==> src/rtl/shared_vc_pool_ctrl_pkg.sv <==
// Shared VC pool controller: common types.
// Per-VC lifecycle encodings used by the top level.
package shared_vc_pool_ctrl_pkg;

  typedef enum logic [1:0] {
    VC_FREE  = 2'd0,
    VC_ALLOC = 2'd1,
    VC_DRAIN = 2'd2
  } vc_state_e;

endpackage

==> src/rtl/shared_vc_pool_ctrl_rr_arb.sv <==
// Round-robin arbiter for the shared VC pool.
// Holds the rotating priority pointer and picks one winner.
module shared_vc_rr_arb #(
  parameter int num_ports = 5
) (
  input  logic                 clk,
  input  logic                 reset,
  input  logic [num_ports-1:0] req,
  input  logic                 en,
  output logic [num_ports-1:0] gnt,
  output logic                 valid
);

  localparam int pw = (num_ports > 1) ? $clog2(num_ports) : 1;

  logic [pw-1:0] ptr_q;
  logic [pw-1:0] win_idx;
  logic [pw-1:0] cand;
  logic          found;
  int            idx;

  // Scan requesters starting at the pointer; first hit wins.
  always_comb begin
    found   = 1'b0;
    win_idx = ptr_q;
    idx     = 0;
    cand    = '0;
    for (int i = 0; i < num_ports; i++) begin
      idx  = (int'(ptr_q) + i) % num_ports;
      cand = pw'(idx);
      if (!found && req[cand]) begin
        found   = 1'b1;
        win_idx = cand;
      end
    end
  end

  // One-hot grant, only when the pool has a free VC.
  always_comb begin
    gnt   = '0;
    valid = en && found;
    if (valid) gnt[win_idx] = 1'b1;
  end

  // Pointer moves past the winner; holds without a grant.
  always_ff @(posedge clk) begin
    if (reset) begin
      ptr_q <= '0;
    end else if (valid) begin
      if (win_idx == pw'(num_ports - 1)) ptr_q <= '0;
      else ptr_q <= win_idx + pw'(1);
    end
  end

endmodule

==> src/rtl/shared_vc_pool_ctrl.sv <==
// Shared output-VC pool controller: allocation, credits, drain.
// VC state and credit counters live here; arbitration is delegated.
module shared_vc_pool_ctrl
  import shared_vc_pool_ctrl_pkg::*;
#(
  parameter int num_ports      = 5,
  parameter int num_shared_vcs = 4,
  parameter int credit_depth   = 8
) (
  input  logic                      clk,
  input  logic                      reset,
  input  logic [num_ports-1:0]      alloc_req_ip,
  output logic [num_ports-1:0]      alloc_gnt_ip,
  output logic [num_shared_vcs-1:0] alloc_sel_ovc,
  input  logic                      flit_sent_valid,
  input  logic [num_shared_vcs-1:0] flit_sent_ovc,
  input  logic                      flit_sent_tail,
  input  logic                      credit_valid,
  input  logic [num_shared_vcs-1:0] credit_ovc,
  output logic [num_shared_vcs-1:0] elig_op_shared_ovc,
  output logic [num_shared_vcs-1:0] credit_avail_ovc,
  output logic                      shared_vc_active_op,
  output logic                      error
);

  localparam int nv = num_shared_vcs;
  localparam int cw = $clog2(credit_depth + 1);
  localparam logic [cw-1:0] full_cnt = cw'(credit_depth);

  vc_state_e     state_q [nv];
  vc_state_e     state_d [nv];
  logic [cw-1:0] cnt_q   [nv];
  logic [cw-1:0] cnt_d   [nv];

  logic [nv-1:0]        free_vec;
  logic [nv-1:0]        low_free;
  logic [nv-1:0]        snd;
  logic [nv-1:0]        ret;
  logic [num_ports-1:0] arb_gnt;
  logic                 arb_valid;
  logic                 any_free;
  logic                 err_set;

  assign snd      = {nv{flit_sent_valid}} & flit_sent_ovc;
  assign ret      = {nv{credit_valid}} & credit_ovc;
  assign any_free = |free_vec;
  assign low_free = free_vec & (~free_vec + nv'(1));

  shared_vc_rr_arb #(
    .num_ports(num_ports)
  ) u_arb (
    .clk  (clk),
    .reset(reset),
    .req  (alloc_req_ip),
    .en   (any_free),
    .gnt  (arb_gnt),
    .valid(arb_valid)
  );

  // Free-VC vector from registered state.
  always_comb begin
    free_vec = '0;
    for (int v = 0; v < nv; v++)
      free_vec[v] = (state_q[v] == VC_FREE);
  end

  // Next VC state, credit count and protocol-error detection.
  always_comb begin
    err_set = 1'b0;
    for (int v = 0; v < nv; v++) begin
      state_d[v] = state_q[v];
      cnt_d[v]   = cnt_q[v];
      if (snd[v] && !ret[v]) begin
        if (cnt_q[v] == '0) err_set = 1'b1;
        else cnt_d[v] = cnt_q[v] - cw'(1);
      end else if (ret[v] && !snd[v]) begin
        if (cnt_q[v] == full_cnt) err_set = 1'b1;
        else cnt_d[v] = cnt_q[v] + cw'(1);
      end
      unique case (state_q[v])
        VC_FREE: begin
          if (snd[v]) err_set = 1'b1;
          if (arb_valid && low_free[v]) state_d[v] = VC_ALLOC;
        end
        VC_ALLOC: begin
          if (snd[v] && flit_sent_tail) state_d[v] = VC_DRAIN;
        end
        VC_DRAIN: begin
          if (cnt_q[v] == full_cnt) state_d[v] = VC_FREE;
        end
        default: state_d[v] = VC_FREE;
      endcase
    end
  end

  // State, credit, grant and sticky-error registers.
  always_ff @(posedge clk) begin
    if (reset) begin
      alloc_gnt_ip  <= '0;
      alloc_sel_ovc <= '0;
      error         <= 1'b0;
      for (int v = 0; v < nv; v++) begin
        state_q[v] <= VC_FREE;
        cnt_q[v]   <= full_cnt;
      end
    end else begin
      alloc_gnt_ip  <= arb_gnt;
      alloc_sel_ovc <= arb_valid ? low_free : '0;
      error         <= error | err_set;
      for (int v = 0; v < nv; v++) begin
        state_q[v] <= state_d[v];
        cnt_q[v]   <= cnt_d[v];
      end
    end
  end

  // Status outputs decoded from registered state.
  always_comb begin
    elig_op_shared_ovc = '0;
    credit_avail_ovc   = '0;
    for (int v = 0; v < nv; v++) begin
      elig_op_shared_ovc[v] = (state_q[v] == VC_FREE) &&
                              (cnt_q[v] == full_cnt);
      credit_avail_ovc[v]   = (cnt_q[v] != '0);
    end
    shared_vc_active_op = (~&free_vec) | (|alloc_req_ip);
  end

endmodule
==> config.mk <==
export PLATFORM = sky130hd
export DESIGN_NAME = shared_vc_pool_ctrl
export DESIGN_NICKNAME = d
export VERILOG_FILES = /design/src/rtl/shared_vc_pool_ctrl_pkg.sv /design/src/rtl/shared_vc_pool_ctrl_rr_arb.sv /design/src/rtl/shared_vc_pool_ctrl.sv
export SDC_FILE = /design/constraint.sdc
export NUM_CORES = 1
export LEC_CHECK = 0
export ABC_AREA = 1
export BUFFER_PORTS_ARGS = -buffer_cell sky130_fd_sc_hd__buf_2
export CAP_MARGIN = 20
export CORE_UTILIZATION = 60
export DETAILED_ROUTE_END_ITERATION = 8
export PLACE_DENSITY = 0.91
export REMOVE_ABC_BUFFERS = 1
export SYNTH_ARGS = -nofsm -noshare
export SYNTH_HDL_FRONTEND = slang
export SYNTH_HIERARCHICAL = 1
export SYNTH_SLANG_ARGS = --single-unit
==> constraint.sdc <==
create_clock -name clk -period 5.4 [get_ports clk]
set_clock_uncertainty 0.2 [all_clocks]
set_input_delay 1.08 -clock clk [delete_from_list [all_inputs] [get_ports clk]]
set_output_delay 1.08 -clock clk [all_outputs]
set_load 0.02 [all_outputs]
Word level (Yosys, flattened, before mapping)
Memory sizes are Yosys's and may differ from the RTL's. Cells that the tools add are included.

Bits in writable memories: 24. Output and inout bits: 19. Word-level logic and storage cells: 205. Bits of input ports: 18. Memories kept: 2. Flip-flop bits (word level): 13.

Memory list: cnt_q (words 4, bits a word 4, read ports 4, clocked after memory_dff 0, wr ports 4, RTL line shared_vc_pool_ctrl.sv:32) `logic [cw-1:0] cnt_q [nv];`; state_q (words 4, bits a word 2, read ports 4, clocked after memory_dff 0, wr ports 4, RTL line shared_vc_pool_ctrl.sv:30) `vc_state_e state_q [nv];`.

Magnitude comparators: 7. Bitwise logic cells: 15. $add $sub $neg: 14. Div/mod/pow operators: 5. Mux-type cells: 90. Reduce and logical (&&, ||, !) cells: 55. Eq/ne operators: 13.

Operators by type and width (number): $mod 32x4->32 const B (4); $mux 4 (20); $mux 1 (38); $mod 4x4->32 const B (1); $mux 2 (16); $logic_and 1x1->1 (26); $lt 3x4->1 const B (6); $pmux 2 s3 (4); $add 4x1->4 const B (5); $mux 3 (6); $eq 4x4->1 const B (4); $logic_not 4->1 (4); $reduce_bool 4->1 (4); $sub 4x1->4 const B (4); $bmux 1 s3 (5); $logic_not 1->1 (13); $and 4x4->4 (3); $or 1x1->1 (10); $add 3x2->4 const B (2); $eq 2x1->1 const B (4); $eq 2x2->1 const B (4); $logic_not 2->1 (4); $reduce_or 5->1 (1); $add 3x1->4 const B (1); 10 further kinds (10).

Logic depth before layout (Yosys ltp)
Gate-level depths: netlist of run 1.

Depth in word-level cells: 23. Mapped depth: 35. Mapped depth without buffers: 34.

Hierarchy
The synthesis of run 1 kept the hierarchy.

By module, submodules not included: shared_vc_pool_ctrl (cells each 280, seq. area each 680.7 µm², instances 1, area an instance 2053.2 µm²); shared_vc_rr_arb (cells each 273, seq. area each 60.1 µm², instances 1, area an instance 1491.4 µm²).

Worst setup path before layout of run 1
Ideal clock, no wire load.

Path type: register to register. Start point: register u_arb.ptr_q[0]. End point: register u_arb.ptr_q[1]. Required time: 5.074 ns. Buffers on the path: 1. Data arrival time: 3.498 ns. Cell stages (with the launch flop): 29. Library setup time: 0.126 ns. Path slack: 1.576 ns. Clock period less this slack: 3.824 ns. Cell sequence: dfxtp_1 buf_6 inv_1 ha_1 inv_1 ha_1 inv_1 ha_1 inv_1 ha_1 inv_1 nand2_1 nor2_1 o21ai_0 nand2_1 nand3_1 nand2_2 nand2_1 nand3_1 nand2_1 nand2_1 nand2_2 nor3_4 nand2_1 nand2_1 inv_1 ha_1 o21ai_0 a21oi_1.

Word-level cells in the longest chain between the ends: 18. Elaborated cells between the ends (all ways): 41. Those cells by class: 5 x add/sub; 5 x div; 1 x eq/ne; 21 x mux; 9 x reduce/logical.

Ends and longest elaborated chain: start: declaration (RTL line shared_vc_pool_ctrl_rr_arb.sv:16) `logic [pw-1:0] ptr_q;`; start signal: assignment (RTL line shared_vc_pool_ctrl_rr_arb.sv:51) `else ptr_q <= win_idx + pw'(1);`; branches (longest 18 deep; another with $mod 32x4->32).

Parallel ways; which one is timed is not known. The select of a mux whose other input is x is not followed. A chain may end at the register's enable or synchronous reset.

Final worst setup path of run 1
Same ends and word-level chain as after synthesis.

==> impl_metrics.yaml, run 1 <==
global_routing:
  grt_max_degree: 23
  antenna_found_initial: 0
  grt_overflow: 0
  grtUsageTotal: 0.292
  first_global_vias: 3516
  grt_pass1_wl_mm: 14.5
pwr:
  p_leak_nw: 2.10
  p_per_area_nw_per_um2: 716
  max-vdd-ir-drop_mv: 0.497
logic_synthesis:
  synth_top_cell_area_share: 0.209
  async_flop_share: 0
  synth-seq-area-share: 0.209
  ys_types: 36
  ys.flop_type: "dfxtp_1"
  yosys_warnings: 6
  synth_seq_cells: 37
  syn_area_sq_um: 3540
  synth.most_common_cell: "nand2_1"
  synth-edff-count: 0
  synthTopCellsByArea: "dfxtp_1 21%, nand2_1 13%, ha_1 11%"
  synth_commonest_cells: "127 x nand2_1, 73 x inv_1, 55 x nor2_1"
  synth_area_per_cell_sq_um: 6.41
  yosys.area.top_type: "dfxtp_1"
  synthCells: 553
placed_design:
  dpl_worst_slack_ns: 0.993
  dp_hpwl_mm: 6.76
  place_congestion: 0.903
  port_buffers: 36
  dp_cells: 658
floorplanning:
  std_cell_rows: 27
  core_sq_um: 5610
  start_util: 0.632
  fp.dieH_um: 78.9
  ios: 37
  dieWidth_um: 78.9
  die_area_sq_um: 6220
cts:
  insertion_delay_ns: 0.29
  cts.sinks: 37
  cts_tree: "built"
  ctsHoldBuffers: 0
  htreeDepth: 2
  cts_resized: 0
  clk_path_buf_depth: 2
  cts_setup_buffers: 0
  cts-buffers-inserted: 5
  path_clk_slew_ns: 0.08
  cts-root-buf: "clkbuf_8"
detailed_routing:
  drc: 0
  vias: 3670
  via_per_inst: 5.52
  routedWlPerCell_um: 13.0
  met3WireLength_um: 639
  met1Wirelength_mm: 3.45
  first_iter_violations: 340
  first_pass_iters: 5
  wl_met2_mm: 4.26
  ant_nets: 0
  routed.top_layer: "met4"
  drt-total-wl_mm: 8.62
sta:
  min_period_ns: 4.61
  worst_slew_pin_slew_ns: 0.601
  tns_ns: 0
  max_freq_ghz: 0.217
  hold_viol: 0
  setup_slack_ns: 0.791
  slew_headroom: 0.595
  fin_crit_sh: 0.853
  slew_violations: 0
  rsz0062_at_grt: "false"
  setup_viol: 0
setup_path:
  cp.depth: 31
  critPathSlowestCell: "dfxtp_1"
  cp_max_fo: 13
  slowest_delay_ns: 0.30
  cp-end-kind: "register"
  crit_required_ns: 5.38
  worstSetupStartpointType: "register"
  critPathMostFrequentCell: "nand2_1"
  r2r_cells: 31
  worstPathBufferInverterCount: 7
  worstSetupPathType: "register to register"
  cpLargestDelayFamily: "simple AND/OR/NAND/NOR gates"
  cp_data_arrival_time_ns: 4.59
final_layout:
  drive_above_1_share: 0.194
  area_growth_pct: 9.35
  fillerInstances: 484
  multi_input_area_sq_um: 2430
  num-nets-final: 647
  antenna_cells: 0
  stdcell_count: 665
  seqCellArea_sq_um: 741
worst_hold_path:
  holdCritPathClass: "register to register"
  hold_depth: 2
flow_run:
  maxCapViolations: 0
status:
  status: "finished clean"
==> state kept, by name, indices dropped and copies added, names as in the netlist <==
signal and count:
alloc_gnt_ip 5, cnt_q 16, error 1, u_arb/ptr_q 3, state_q 8, alloc_sel_ovc 4
==> report_power, final <==
part	internal, mW	switching, mW	leakage [nW]
Sequential	0.348	0.0563	0.304
Combinational	0.705	1.47	1.75
Clock	0.101	0.0990	0.0443
Total	1.15	1.62	2.10
==> layout by cell type, fill, tap and decap left out, drive strengths merged <==
cell	instances
a21oi	34
a31o	1
buf	37
clkbuf	7
clkinv	1
dfxtp	37
fa	4
ha	32
inv	89
nand2	159
nand3	59
nand3b	3
nand4	9
nor2	61
nor3	4
nor4	2
o211ai	3
o21ai	34
o21bai	1
o22ai	1
or2	3
xnor2	7
xor2	5
==> area by class of cell <==
type / instances / area share
Inverter: 90 / 0.0875
Tap cell: 72 / 0.0232
Timing Repair Buffer: 37 / 0.0484
Clock buffer: 7 / 0.0223
Multi-Input combinational cell: 422 / 0.628
Sequential cell: 37 / 0.191
==> per-layer routing <==
| layer | track usage | up-vias |
|---|---|---|
| li1 | - | 1845 |
| met1 | 0.328 | 1616 |
| met2 | 0.525 | 173 |
| met3 | 0.0644 | 36 |
| met4 | 0.129 | 0 |
| met5 | 0 | - |
==> worst paths after layout <==
| kind | start | end | slack [ns] |
|---|---|---|---|
| max | u_arb/ptr_q[0]$_SDFFE_PP0P_ | u_arb/ptr_q[1]$_SDFFE_PP0P_ | 0.79 |
| min | cnt_q[3][2]$_SDFFE_PP0P_ | cnt_q[3][2]$_SDFFE_PP0P_ | 0.28 |
| max reg2reg | u_arb/ptr_q[0]$_SDFFE_PP0P_ | u_arb/ptr_q[1]$_SDFFE_PP0P_ | 0.79 |
| min reg2reg | cnt_q[3][2]$_SDFFE_PP0P_ | cnt_q[3][2]$_SDFFE_PP0P_ | 0.28 |
==> stage by stage <==
| step | power (mW) | utilization | hold WS, ns | instance area, sq um |
|---|---|---|---|---|
| floorplan | 2.07 | - | 0.250 | 3510 |
| global placement | 2.41 | 0.676 | 0.267 | 3790 |
| detailed placement | 2.50 | 0.676 | 0.272 | 3790 |
| CTS | 2.73 | 0.691 | 0.282 | 3880 |
| global route | 3.06 | 0.691 | 0.324 | 3880 |
| finish | 2.78 | 0.691 | 0.276 | 3880 |
==> cells by family (layout without fill, tap and decap cells) <==
logic type | after synthesis | after routing | synth area share
AND/OR/NAND/NOR | 300 | 300 | 0.405
AO/OA/AOI/OAI | 74 | 74 | 0.114
flip-flops | 37 | 37 | 0.209
buffers and inverters | 94 | 134 | 0.105
adder cells (fa/ha/maj) | 36 | 36 | 0.136
XOR/XNOR | 12 | 12 | 0.0318
==> tightest hold or removal path: cells and delay by family (launching register included) <==
family / cells / cell delay, ns
compound gates: 1 / 0.05
flops: 1 / 0.32
buf+inv: 1 / 0.06
(Power assumes the default switching activity.)
==> run 2: changes to the inputs <==
CORE_ASPECT_RATIO = 1.1   (was default)
CORE_MARGIN = 3   (was default)
GPL_TIMING_DRIVEN = 0   (was default)
==> run 2 against run 1 <==
  * Register-to-register slack got worse by 0.23 ns
  * Utilization increased by 1.7 points
  * Count of clock-buffer cells in the layout shrank 2
  * Sequential power grew 3%
  * Critical endpoint unchanged
  * Clock power rose by 45%
  * Flip-flop and latch count unchanged
==> impl_metrics.yaml, run 2 (synthesis gave the netlist of run 1 again) <==
final_layout:
  antenna_cells: 0
  area_growth_pct: 10.6
  largest_register: "cnt_q"
  reg_top3: "cnt_q (16), state_q (8), alloc_gnt_ip (5)"
  num-nets-final: 646
  largest_register_ffs: 16
  final_cell_mix: "127 x nand2_1, 73 x inv_1, 55 x nor2_1"
  fin_area_sq_um: 3920
  drive_above_1_share: 0.196
  layout_commonest_cell: "nand2_1"
setup_path:
  cp-end-kind: "register"
  cp_data_arrival_time_ns: 4.80
  worstPathBufferInverterCount: 6
  crit_required_ns: 5.36
  worstSetupStartpointType: "register"
  critPathMostFrequentCell: "nand2_1"
  slowest_delay_ns: 0.72
  critPathSlowestCell: "dfxtp_1"
  cpLargestDelayFamily: "simple AND/OR/NAND/NOR gates"
  worstSetupPathType: "register to register"
  cp_max_fo: 13
detailed_routing:
  drt-total-wl_mm: 8.19
  first_iter_violations: 210
  vias: 3569
  via_per_inst: 5.34
  first_pass_iters: 5
  drc: 0
  ant_nets: 0
  routedWlPerCell_um: 12.3
pwr:
  cell_internal_pwr_mw: 1.23
  switching_share: 0.559
  p_per_area_nw_per_um2: 710
  pwr-share-comb: 0.746
  max-vdd-ir-drop_mv: 0.423
  p_leak_nw: 2.12
  p_sw_mw: 1.55
  clock_power_share: 0.104
  power_frac_seq: 0.150
global_routing:
  antenna_found_initial: 0
  grtUsageMet3: 0.0395
  gr-usage-met2: 0.461
  grt_pass1_wl_mm: 13.7
  top_usage_layer: "met2"
  grtUsageTotal: 0.243
  first_global_vias: 3377
  grt_overflow: 0
  grt.met1_usage: 0.266
  grt_max_degree: 23
floorplanning:
  core_sq_um: 5540
  ios: 37
  fp.dieH_um: 86.6
  die_area_sq_um: 6870
  dieWidth_um: 79.3
  std_cell_rows: 28
  start_util: 0.640
sta:
  worst_slew_pin_slew_ns: 0.627
  hold_viol: 0
  fin_crit_sh: 0.896
  slew_violations: 0
  tns_ns: 0
  slew_headroom: 0.581
  rsz0062_at_grt: "false"
  min_period_ns: 4.84
  setup_viol: 0
  max_freq_ghz: 0.207
flow_run:
  maxCapViolations: 0
placed_design:
  dp_hpwl_mm: 6.46
  place_area_sq_um: 3790
  port_buffers: 36
  place_congestion: 0.914
cts:
  cts_setup_buffers: 0
  cts_resized: 0
  cts-root-buf: "clkbuf_8"
  insertion_delay_ns: 0.29
  cts_tree: "built"
  htreeDepth: 2
  clk_path_buf_depth: 2
  path_clk_slew_ns: 0.08
  cts.sinks: 37
  ctsHoldBuffers: 0
  cts-buffers-inserted: 5
status:
  status: "finished clean"
worst_hold_path:
  holdCritPathClass: "register to register"
run 2: layout make-up:
class                           count  area (sq um)
Multi-Input combinational cell    422          2430
Fill cell                         489          1620
Sequential cell                    37           741
Inverter                           90           339
Timing Repair Buffer               36           180
Tap cell                           75          93.8
Clock buffer                        5          68.8
Clock inverter                      3          65.1
run 2: metal layers:
metal	share of wire	up-vias
met2	0.51	102
met1	0.42	1602
met3	0.049	14
li1	-	1851
met4	0.019	0
met5	0	-
run 2: tightest hold or removal path, stage by stage (launching register included):
cell and delay (ns):
dfxtp_1 0.32, inv_1 0.06, a21oi_1 0.05
run 2: through the flow:
step | utilization | instances | setup slack (ns) | hold slack, ns | power, mW
2_1_floorplan | - | 549 | 1.37 | 0.250 | 2.07
5_1_grt | 0.708 | 668 | 0.0442 | 0.310 | 3.10
6_report | 0.708 | 668 | 0.564 | 0.281 | 2.78
4_1_cts | 0.708 | 668 | 0.594 | 0.284 | 2.78
3_5_place_dp | 0.684 | 660 | 0.627 | 0.273 | 2.48
3_3_place_gp | 0.684 | 660 | 0.745 | 0.266 | 2.38
run 2: path summary, 6_finish.rpt:
check	from	endpoint	slack (ns)	cells after the start
hold / removal	cnt_q[3][2]$_SDFFE_PP0P_	cnt_q[3][2]$_SDFFE_PP0P_	0.28	2
hold reg to reg	cnt_q[3][2]$_SDFFE_PP0P_	cnt_q[3][2]$_SDFFE_PP0P_	0.28	2
setup / recovery	u_arb/ptr_q[0]$_SDFFE_PP0P_	u_arb/ptr_q[1]$_SDFFE_PP0P_	0.56	28
setup reg to reg	u_arb/ptr_q[0]$_SDFFE_PP0P_	u_arb/ptr_q[1]$_SDFFE_PP0P_	0.56	28
run 2: power by group through the flow:
| stage | Combinational (mW) | Clock, mW | Sequential [mW] |
|---|---|---|---|
| final | 2.07 | 0.290 | 0.417 |
| after global routing | 2.37 | 0.300 | 0.426 |
| after CTS | 2.07 | 0.290 | 0.417 |
| after detailed placement | 2.06 | 0 | 0.422 |
| after global placement | 1.96 | 0 | 0.418 |
| after floorplan | 1.65 | 0 | 0.428 |
